$ cat config.mk
export PLATFORM = sky130hd
export DESIGN_NAME = vga_sync_gen
export DESIGN_NICKNAME = d
export VERILOG_FILES = /design/src/rtl/vga_sync_gen.sv
export SDC_FILE = /design/constraint.sdc
export NUM_CORES = 1
export LEC_CHECK = 0
export ABC_AREA = 1
export CAP_MARGIN = 25
export CORE_UTILIZATION = 40
export CTS_CLUSTER_SIZE = 16
export DETAILED_ROUTE_END_ITERATION = 10
export GPL_ROUTABILITY_DRIVEN = 0
export PLACE_DENSITY = 0.78
export SLEW_MARGIN = 20
export SYNTH_ARGS = -nofsm -noshare
export SYNTH_HDL_FRONTEND = slang
export SYNTH_SLANG_ARGS = --single-unit
$ cat constraint.sdc
create_clock -name pixel_clock -period 3.45 [get_ports pixel_clock]
set_input_delay 0.69 -clock pixel_clock [delete_from_list [all_inputs] [get_ports pixel_clock]]
set_output_delay 0.69 -clock pixel_clock [all_outputs]
set_load 0.01 [all_outputs]
$ cat src/rtl/vga_sync_gen.sv
// -----------------------------------------------------------------------------
// vga_sync_gen
//   Pixel-rate timing generator for the 640x480@60 text display.
//   Produces the character-lookup position (vga_hpos/vga_vpos, undelayed) and
//   the sync/blank strobes, which are delayed PIPE_DELAY cycles so they line up
//   with the glyph pixel the text renderer emits downstream.
//
//   Optional feature macro: VGA_FRAME_COUNT_EN
//     defined   -> frame_count is a free-running 8-bit frame counter
//                  (the first frame_start after reset does not count).
//     undefined -> frame_count is tied to zero, no counter register exists.
//
// Ports
//   pixel_clock  in   1   pixel clock
//   reset        in   1   synchronous, active-high
//   vga_hpos     out  11  horizontal position 0..H_TOTAL-1
//   vga_vpos     out  10  vertical position 0..V_TOTAL-1
//   line_start   out  1   high while vga_hpos == 0
//   frame_start  out  1   high while vga_hpos == 0 && vga_vpos == 0
//   h_sync       out  1   active-low horizontal sync, delayed PIPE_DELAY cycles
//   v_sync       out  1   active-low vertical sync, delayed PIPE_DELAY cycles
//   blank_n      out  1   high in the visible area, delayed PIPE_DELAY cycles
//   frame_count  out  8   frame counter (see VGA_FRAME_COUNT_EN)
// -----------------------------------------------------------------------------
module vga_sync_gen #(
   parameter int unsigned H_VISIBLE  = 640,
   parameter int unsigned H_FRONT    = 16,
   parameter int unsigned H_SYNC     = 96,
   parameter int unsigned H_BACK     = 48,
   parameter int unsigned V_VISIBLE  = 480,
   parameter int unsigned V_FRONT    = 10,
   parameter int unsigned V_SYNC     = 2,
   parameter int unsigned V_BACK     = 33,
   parameter int unsigned PIPE_DELAY = 2
) (
   input  logic        pixel_clock,
   input  logic        reset,
   output logic [10:0] vga_hpos,
   output logic [9:0]  vga_vpos,
   output logic        line_start,
   output logic        frame_start,
   output logic        h_sync,
   output logic        v_sync,
   output logic        blank_n,
   output logic [7:0]  frame_count
);

   localparam int unsigned H_TOTAL = H_VISIBLE + H_FRONT + H_SYNC + H_BACK;
   localparam int unsigned V_TOTAL = V_VISIBLE + V_FRONT + V_SYNC + V_BACK;

   localparam logic [10:0] H_LAST     = 11'(H_TOTAL - 1);
   localparam logic [10:0] H_VIS_END  = 11'(H_VISIBLE);
   localparam logic [10:0] HS_FIRST   = 11'(H_VISIBLE + H_FRONT);
   localparam logic [10:0] HS_LAST    = 11'(H_VISIBLE + H_FRONT + H_SYNC - 1);

   localparam logic [9:0]  V_LAST     = 10'(V_TOTAL - 1);
   localparam logic [9:0]  V_VIS_END  = 10'(V_VISIBLE);
   localparam logic [9:0]  VS_FIRST   = 10'(V_VISIBLE + V_FRONT);
   localparam logic [9:0]  VS_LAST    = 10'(V_VISIBLE + V_FRONT + V_SYNC - 1);

   typedef struct packed {
      logic hs;
      logic vs;
      logic vis;
   } sync_t;

   // Value every delay stage holds after reset: syncs deasserted, blanked.
   localparam sync_t SYNC_IDLE = '{hs: 1'b1, vs: 1'b1, vis: 1'b0};

   generate
      if (PIPE_DELAY > 7) begin : g_bad_delay
         $error("vga_sync_gen: PIPE_DELAY must be in 0..7");
      end
   endgenerate

   // --------------------------------------------------------------------------
   // Position counters
   // --------------------------------------------------------------------------
   logic [10:0] hpos;
   logic [9:0]  vpos;

   always_ff @(posedge pixel_clock) begin
      if (reset) begin
         hpos <= '0;
         vpos <= '0;
      end else if (hpos == H_LAST) begin
         hpos <= '0;
         vpos <= (vpos == V_LAST) ? '0 : vpos + 10'd1;
      end else begin
         hpos <= hpos + 11'd1;
      end
   end

   always_comb begin
      vga_hpos    = hpos;
      vga_vpos    = vpos;
      line_start  = (hpos == '0);
      frame_start = (hpos == '0) && (vpos == '0);
   end

   // --------------------------------------------------------------------------
   // Stage-0 decode from the current counters
   // --------------------------------------------------------------------------
   sync_t raw;

   always_comb begin
      raw     = SYNC_IDLE;
      raw.hs  = !((hpos >= HS_FIRST) && (hpos <= HS_LAST));
      raw.vs  = !((vpos >= VS_FIRST) && (vpos <= VS_LAST));
      raw.vis = (hpos < H_VIS_END) && (vpos < V_VIS_END);
   end

   // --------------------------------------------------------------------------
   // Delay line: outputs are the stage-0 values from PIPE_DELAY cycles ago.
   // Reset flushes every stage to idle so no partial pulse survives a reset.
   // --------------------------------------------------------------------------
   generate
      if (PIPE_DELAY == 0) begin : g_no_delay
         always_comb begin
            h_sync  = raw.hs;
            v_sync  = raw.vs;
            blank_n = raw.vis;
         end
      end else begin : g_delay
         sync_t stage [PIPE_DELAY];

         always_ff @(posedge pixel_clock) begin
            if (reset) begin
               for (int unsigned i = 0; i < PIPE_DELAY; i++) begin
                  stage[i] <= SYNC_IDLE;
               end
            end else begin
               stage[0] <= raw;
               for (int unsigned i = 1; i < PIPE_DELAY; i++) begin
                  stage[i] <= stage[i-1];
               end
            end
         end

         always_comb begin
            h_sync  = stage[PIPE_DELAY-1].hs;
            v_sync  = stage[PIPE_DELAY-1].vs;
            blank_n = stage[PIPE_DELAY-1].vis;
         end
      end
   endgenerate

   // --------------------------------------------------------------------------
   // Frame counter
   // --------------------------------------------------------------------------
`ifdef VGA_FRAME_COUNT_EN
   logic [7:0] count;
   logic       first_seen;  // set once the post-reset frame_start has passed

   always_ff @(posedge pixel_clock) begin
      if (reset) begin
         count      <= '0;
         first_seen <= 1'b0;
      end else if (frame_start) begin
         if (first_seen) begin
            count <= count + 8'd1;
         end
         first_seen <= 1'b1;
      end
   end

   always_comb begin
      frame_count = count;
   end
`else
   assign frame_count = '0;
`endif

endmodule

==> Flow_metrics.wiki <==
{| class="wikitable"
! Metric !! Value
|-
| Endpoint required time on the critical path || 2.76 ns
|-
| Pin count of the biggest net entering global routing || 15
|-
| Initial standard-cell utilization of the core || 42.1%
|-
| Period utilisation layout || 78.6%
|-
| Final Routed Wirelength || 3140 um
|-
| Top_reg_cell synth || dfxtp_1
|-
| Reg-to-reg setup timing slack || 1.73 ns
|-
| TritonCTS clock tree || built
|-
| Power density over cell area || 289 nW/um2
|-
| Core area || 3720 um2
|-
| IR drop worst, VDD || 0.187 mV
|-
| Syn Area/Cell || 7.11 um2
|-
| DRC violation count after routing || 0
|-
| Initial antenna violation count || 0
|-
| Number of H-tree branching levels || 1
|-
| Fin Clk Skew || 0.00512 ns
|-
| Sort of element at the start of the critical path || flip-flop
|-
| Vias after detailed routing || 1,422
|-
| DRC marker count from the first detailed-route iteration || 43
|-
| Maximum buffer depth of the clock tree || 2
|-
| Most numerous cell in the Yosys netlist || nand2_1
|-
| Final Slew Violations || 0
|-
| First-pass iteration count of the detailed router || 4
|-
| Post-CTS setup buffer count || 0
|-
| Register bit count reported by yosys || 27
|-
| Vias per cell || 4.84
|-
| Most area-consuming cells after synthesis || dfxtp_1, nand2_1, inv_1, nor2_1, nand3_1
|-
| Area leader, netlist || dfxtp_1
|-
| CTS clock-pin slew for the worst setup and hold paths || 0.09 ns
|-
| HPWL after DPL || 2440 um
|-
| Share of Yosys cell area claimed by the top area cell type || 34.5%
|-
| Total congestion overflow after global routing || 0
|-
| Overall die area || 4170 um2
|-
| Residual antenna-violating net count after detailed routing || 0
|-
| Clock sinks || 27
|-
| Cell chosen for the clock root || clkbuf_8
|-
| Area growth syn-to-layout || 20.2%
|-
| Die extent in x || 64.6 um
|-
| Final instance area || 1880 um2
|-
| Reg-to-Reg Start || vga_hpos[0]$_SDFF_PP0_
|-
| Max Cap Violations || 0
|-
| Vias in the first global route || 1,228
|-
| Fraction of the yosys area taken by sequential cells || 34.5%
|-
| Worst hold path startpoint || g_delay.stage[0][0]$_SDFF_PP0_
|-
| Top Ports || 36
|-
| Floorplan row count || 22
|-
| Number of distinct library cells after synthesis || 33
|-
| Hold crit path type || reg2reg
|-
| Final net count || 254
|-
| Final setup violation count || 0
|-
| All-Layer GR Usage || 15.9%
|-
| Leakage power || 0.824 nW
|-
| Layout fillers || 372
|-
| Setup CP Type || reg2out
|-
| Launch point of the worst path || vga_vpos[0]$_SDFFE_PP0N_
|-
| Final-report hold violation count || 0
|-
| Sum of negative setup slack || 0 ns
|-
| Global-route wire length before repair || 5200 um
|-
| Result of the run || finished, final reports clean
|-
| Clock latency of the later-clocked register in the worst-skew pair || 0.28 ns
|-
| Synthesized instance count || 220
|-
| Floorplan die height || 64.6 um
|-
| Routed length per instance || 10.7 um
|-
| Crit-path max FO || 6
|-
| Post-synth ARST share || 0%
|-
| Number of hold-repair buffers added at the cts stage || 0
|-
| Data arrival, critical path || 2.02 ns
|-
| Min Tclk post-route || 2.71 ns
|-
| Mapped cell area || 1570 um2
|-
| Fraction of layout instances using a drive strength above 1 || 10.2%
|-
| Most frequent cells after synthesis || nand2_1, dfxtp_1, inv_1
|-
| Number of synthesized flops with an enable pin || 0
|-
| Kind of end point of the critical path || output port
|-
| Setup repair after global routing missed its margin || false
|-
| Placement-stage worst setup slack || 1.00 ns
|-
| Port-buffer cells || 27
|-
| Cell area after placement || 1840 um2
|-
| Overall power || 0.000545 W
|-
| Post-Route Hold Slack || 0.409 ns
|-
| Clock buffers created by TritonCTS || 3
|-
| Minimum setup slack in the final design || 0.738 ns
|-
| Number of resized instances in the post-cts repair step || 0
|-
| Number of warning messages in the yosys log || 0
|-
| Highest achievable clock rate || 0.369 GHz
|-
| Number of diodes added for antenna fixing || 0
|}
-- state kept, by name (all words and copies together), names as in the netlist --
register,cells
vga_vpos,10
g_delay.stage,6
vga_hpos,11
-- logic make-up after synthesis --
group / count (synthesis) / synth area share [%]
compound gates: 22 / 7.83
simple gates: 117 / 37.7
other cells: 1 / 0.240
xor+xnor: 5 / 2.80
fa+ha+maj: 5 / 4.00
flops: 27 / 34.5
buf+inv: 43 / 12.9
-- metal layers --
| layer | up-vias | global-route usage [%] | routed length, um |
|---|---|---|---|
| met2 | 44 | 26.6 | 1510 |
| met4 | 0 | 5.83 | 30 |
| met1 | 644 | 20.7 | 1430 |
| li1 | 732 | - | - |
| met3 | 2 | 2.11 | 176 |
| met5 | - | 0 | 0 |
-- final cells by class --
cell class,count,area (um2),share of cell area [%]
Clock buffer,4,45.0,2.39
Inverter,31,116,6.18
Multi-Input combinational cell,157,850,45.1
Sequential cell,27,541,28.7
Tap cell,48,60.1,3.19
Timing Repair Buffer,27,270,14.4
-- cells in the final DEF (no fill, tap or decap), types with 2 or more instances in the layout --
cell             synthesis  final
nand2_1                 45     45
inv_1                   27     27
dfxtp_1                 27     27
clkdlybuf4s50_1          0     27
nor2_1                  25     25
nand3_1                 15     15
a21oi_1                 12     12
nor3_1                   8      8
conb_1                   1      8
o21ai_0                  5      5
ha_1                     5      5
inv_2                    4      4
nand4_1                  4      4
xor2_1                   4      4
nand2_2                  3      3
nor2_2                   3      3
nand3_2                  3      3
clkbuf_8                 0      3
or2_2                    2      2
nor2_8                   2      2
nor3b_1                  2      2
o21ai_2                  2      2
-- worst max-delay path, stage by stage, from the launching register on --
cell and delay [ns]:
dfxtp_1 0.37, inv_1 0.12, ha_1 0.17, nand2_1 0.05
nor2_1 0.13, nand3_1 0.09, nor4_1 0.22, clkdlybuf4s50_1 0.59
-- worst paths after layout --
kind / endpoint / depth (start not counted)
worst max-delay path: frame_start / 7
worst min-delay path: g_delay.stage[0][3]$_SDFF_PP0_ / 2
worst max register to register: vga_vpos[7]$_SDFFE_PP0N_ / 8
worst min register to register: g_delay.stage[0][3]$_SDFF_PP0_ / 2
-- power by group --
part | internal, W | total, W | switching (W)
Combinational | 0.0000192 | 0.0000420 | 0.0000229
Sequential | 0.000316 | 0.000319 | 0.00000378
Clock | 0.0000829 | 0.000183 | 0.000100
Total | 0.000418 | 0.000545 | 0.000127
-- per-stage QoR --
step / utilization (%) / instances
final: 50.6 / 294
after global routing: 50.6 / 294
after CTS: 50.6 / 294
after global placement: 49.4 / 290
after floorplan: - / 227
after detailed placement: 49.4 / 290
Power figures use the tool's default switching activity.
==> edit, RTL diff (config.mk and constraints unchanged) <==
Add a define of `VGA_FRAME_COUNT_EN`.
--- a/src/rtl/vga_sync_gen.sv
+++ b/src/rtl/vga_sync_gen.sv
@@ -22,6 +22,8 @@
 //   blank_n      out  1   high in the visible area, delayed PIPE_DELAY cycles
 //   frame_count  out  8   frame counter (see VGA_FRAME_COUNT_EN)
 // -----------------------------------------------------------------------------
+`define VGA_FRAME_COUNT_EN
+
 module vga_sync_gen #(
    parameter int unsigned H_VISIBLE  = 640,
    parameter int unsigned H_FRONT    = 16,
Formal check against the unedited RTL: same outputs for any inputs over 10 cycles, from zero or initial values and one cycle with reset high; that may be too few to reach the edited logic, so the function may still have changed.
==> edit against the unedited design <==
Synthesized area is 26% higher; sequential cell count is 9 higher; register-to-register slack better by 130 ps; total power is 46% higher; critical endpoint unchanged; wire length up 36%; cell area increased by 32%; critical path type unchanged; setup slack worse by 2.9 ps.
==> edit: results (changes against the unedited design) <==
[run_status]
outcome = finished, final reports clean

[min_path]
holdPathEnd = g_delay.stage[0][3]

[final_layout]
fin_nets = 335  ; +32%
nNonClkBuffers = 36  ; +33%
n_all_inverters = 47  ; +52%
instances_no_fill = 395  ; +34%
clkbuf_count = 5  ; +1
multi_input_cells = 201  ; +28%
drive_above_1_share_pct = 9.146  ; -1.0 points
fillers = 474  ; +27%
multiInputGateArea_um2 = 1055  ; +24%
design_area_um2 = 2481  ; +32%
buf_share_pct = 14.42  ; +0.061 points
ff_latch_area_um2 = 720.7  ; +33%
clk_share_pct = 3.530  ; +1.1 points

[global_route]
grt_pass1_wl_mm = 7.762  ; +49%
grtUsageMet1_pct = 23.86  ; +3.1 points
grt_usage_pct = 18.64  ; +2.7 points
grt_max_degree = 18  ; +3
gr-usage-met2_pct = 30.63  ; +4.1 points
met3_usage_pct = 4.028  ; +1.9 points
grt_pass1_vias = 1777  ; +45%

[detailed_routing]
wl_met2_mm = 1.984  ; +32%
wl_per_cell_um = 10.85  ; +1.5%
first_iter_violations = 79  ; +84%
wl_met1_mm = 2.066  ; +44%
met3_wirelength_um = 172  ; -2.3%
vias_per_cell = 4.792  ; -0.92%

[synthesis]
syn_nets = 298
synth.avg_cell_area_um2 = 6.821  ; -4.1%
synth_common_cells = nand2_1, inv_1, nor2_1
synthTopCellsByArea = dfxtp_1, nand2_1, inv_1
synth_cell_types = 28  ; -15%
synth_compound_area_share_pct = 9.108  ; +1.3 points
async_flop_share_pct = 0  ; unchanged
synth_fa_ha_area_share_pct = 3.795  ; -0.20 points
yosysSeqAreaShare_pct = 36.43  ; +1.9 points
synth_xor_area_share_pct = 3.542  ; +0.74 points

[pwr]
power.leakage_nw = 1.032  ; +25%
ir_worst_vdd_mv = 0.1472  ; -21%

[clock_tree]
cts_root_buffer = clkbuf_8
clock_sinks = 36  ; +33%
postCtsResizedCells = 0  ; unchanged
htree_levels = 2  ; +1
clock_latency_ps = 290

[critical_path]
reg2reg_slack_ps = 1860  ; +130 ps
slowest_delay_ps = 520  ; -70 ps
reg2regPathDepth = 8  ; unchanged
cp.arrival_ps = 2020  ; about the same
rr_endpoint = vga_hpos[10]
cp_max_fo = 4  ; -2

[place]
port_buffers = 35  ; +30%
dp_hpwl_mm = 3.225  ; +32%
pre_cts_ws_ps = 1047  ; +43.66 ps
dp.cells = 387  ; +33%
dpl_cell_area_um2 = 2394  ; +30%

[sta]
whs_ps = 408.8  ; -0.07400 ps
skew_ps = 10.56  ; +5.444 ps

[floorplanning]
die-area_um2 = 5231  ; +26%

==> edit: changes by cell type in the layout (fill, tap and decap cells not counted), sizes merged, moves of 6 or more <==
cell           unedited run  this run
conb                      8         0
nor2                     30        48
clkdlybuf4s50            27        35
a21oi                    12        18
inv                      31        47
nand2                    49        59
nand3                    18        30
dfxtp                    27        36
==> edit: worst max-delay path by stage <==
stage,start,to,slack (ps)
2_1_floorplan,vga_vpos[0],frame_start,1630
3_3_place_gp,vga_vpos[0],frame_start,1110
3_5_place_dp,vga_vpos[0],frame_start,1050
4_1_cts,vga_vpos[0],frame_start,730
5_1_grt,vga_vpos[0],frame_start,530
6_report,vga_vpos[0],frame_start,740
==> edit: power breakdown <==
| group | total, W | internal (W) | leakage, nW | switching [W] |
|---|---|---|---|---|
| combinational | 0.0000705 | 0.0000309 | 0.692 | 0.0000396 |
| clock | 0.000294 | 0.000141 | 0.0479 | 0.000154 |
| sequential | 0.000433 | 0.000423 | 0.292 | 0.0000102 |
| total | 0.000798 | 0.000594 | 1.03 | 0.000204 |
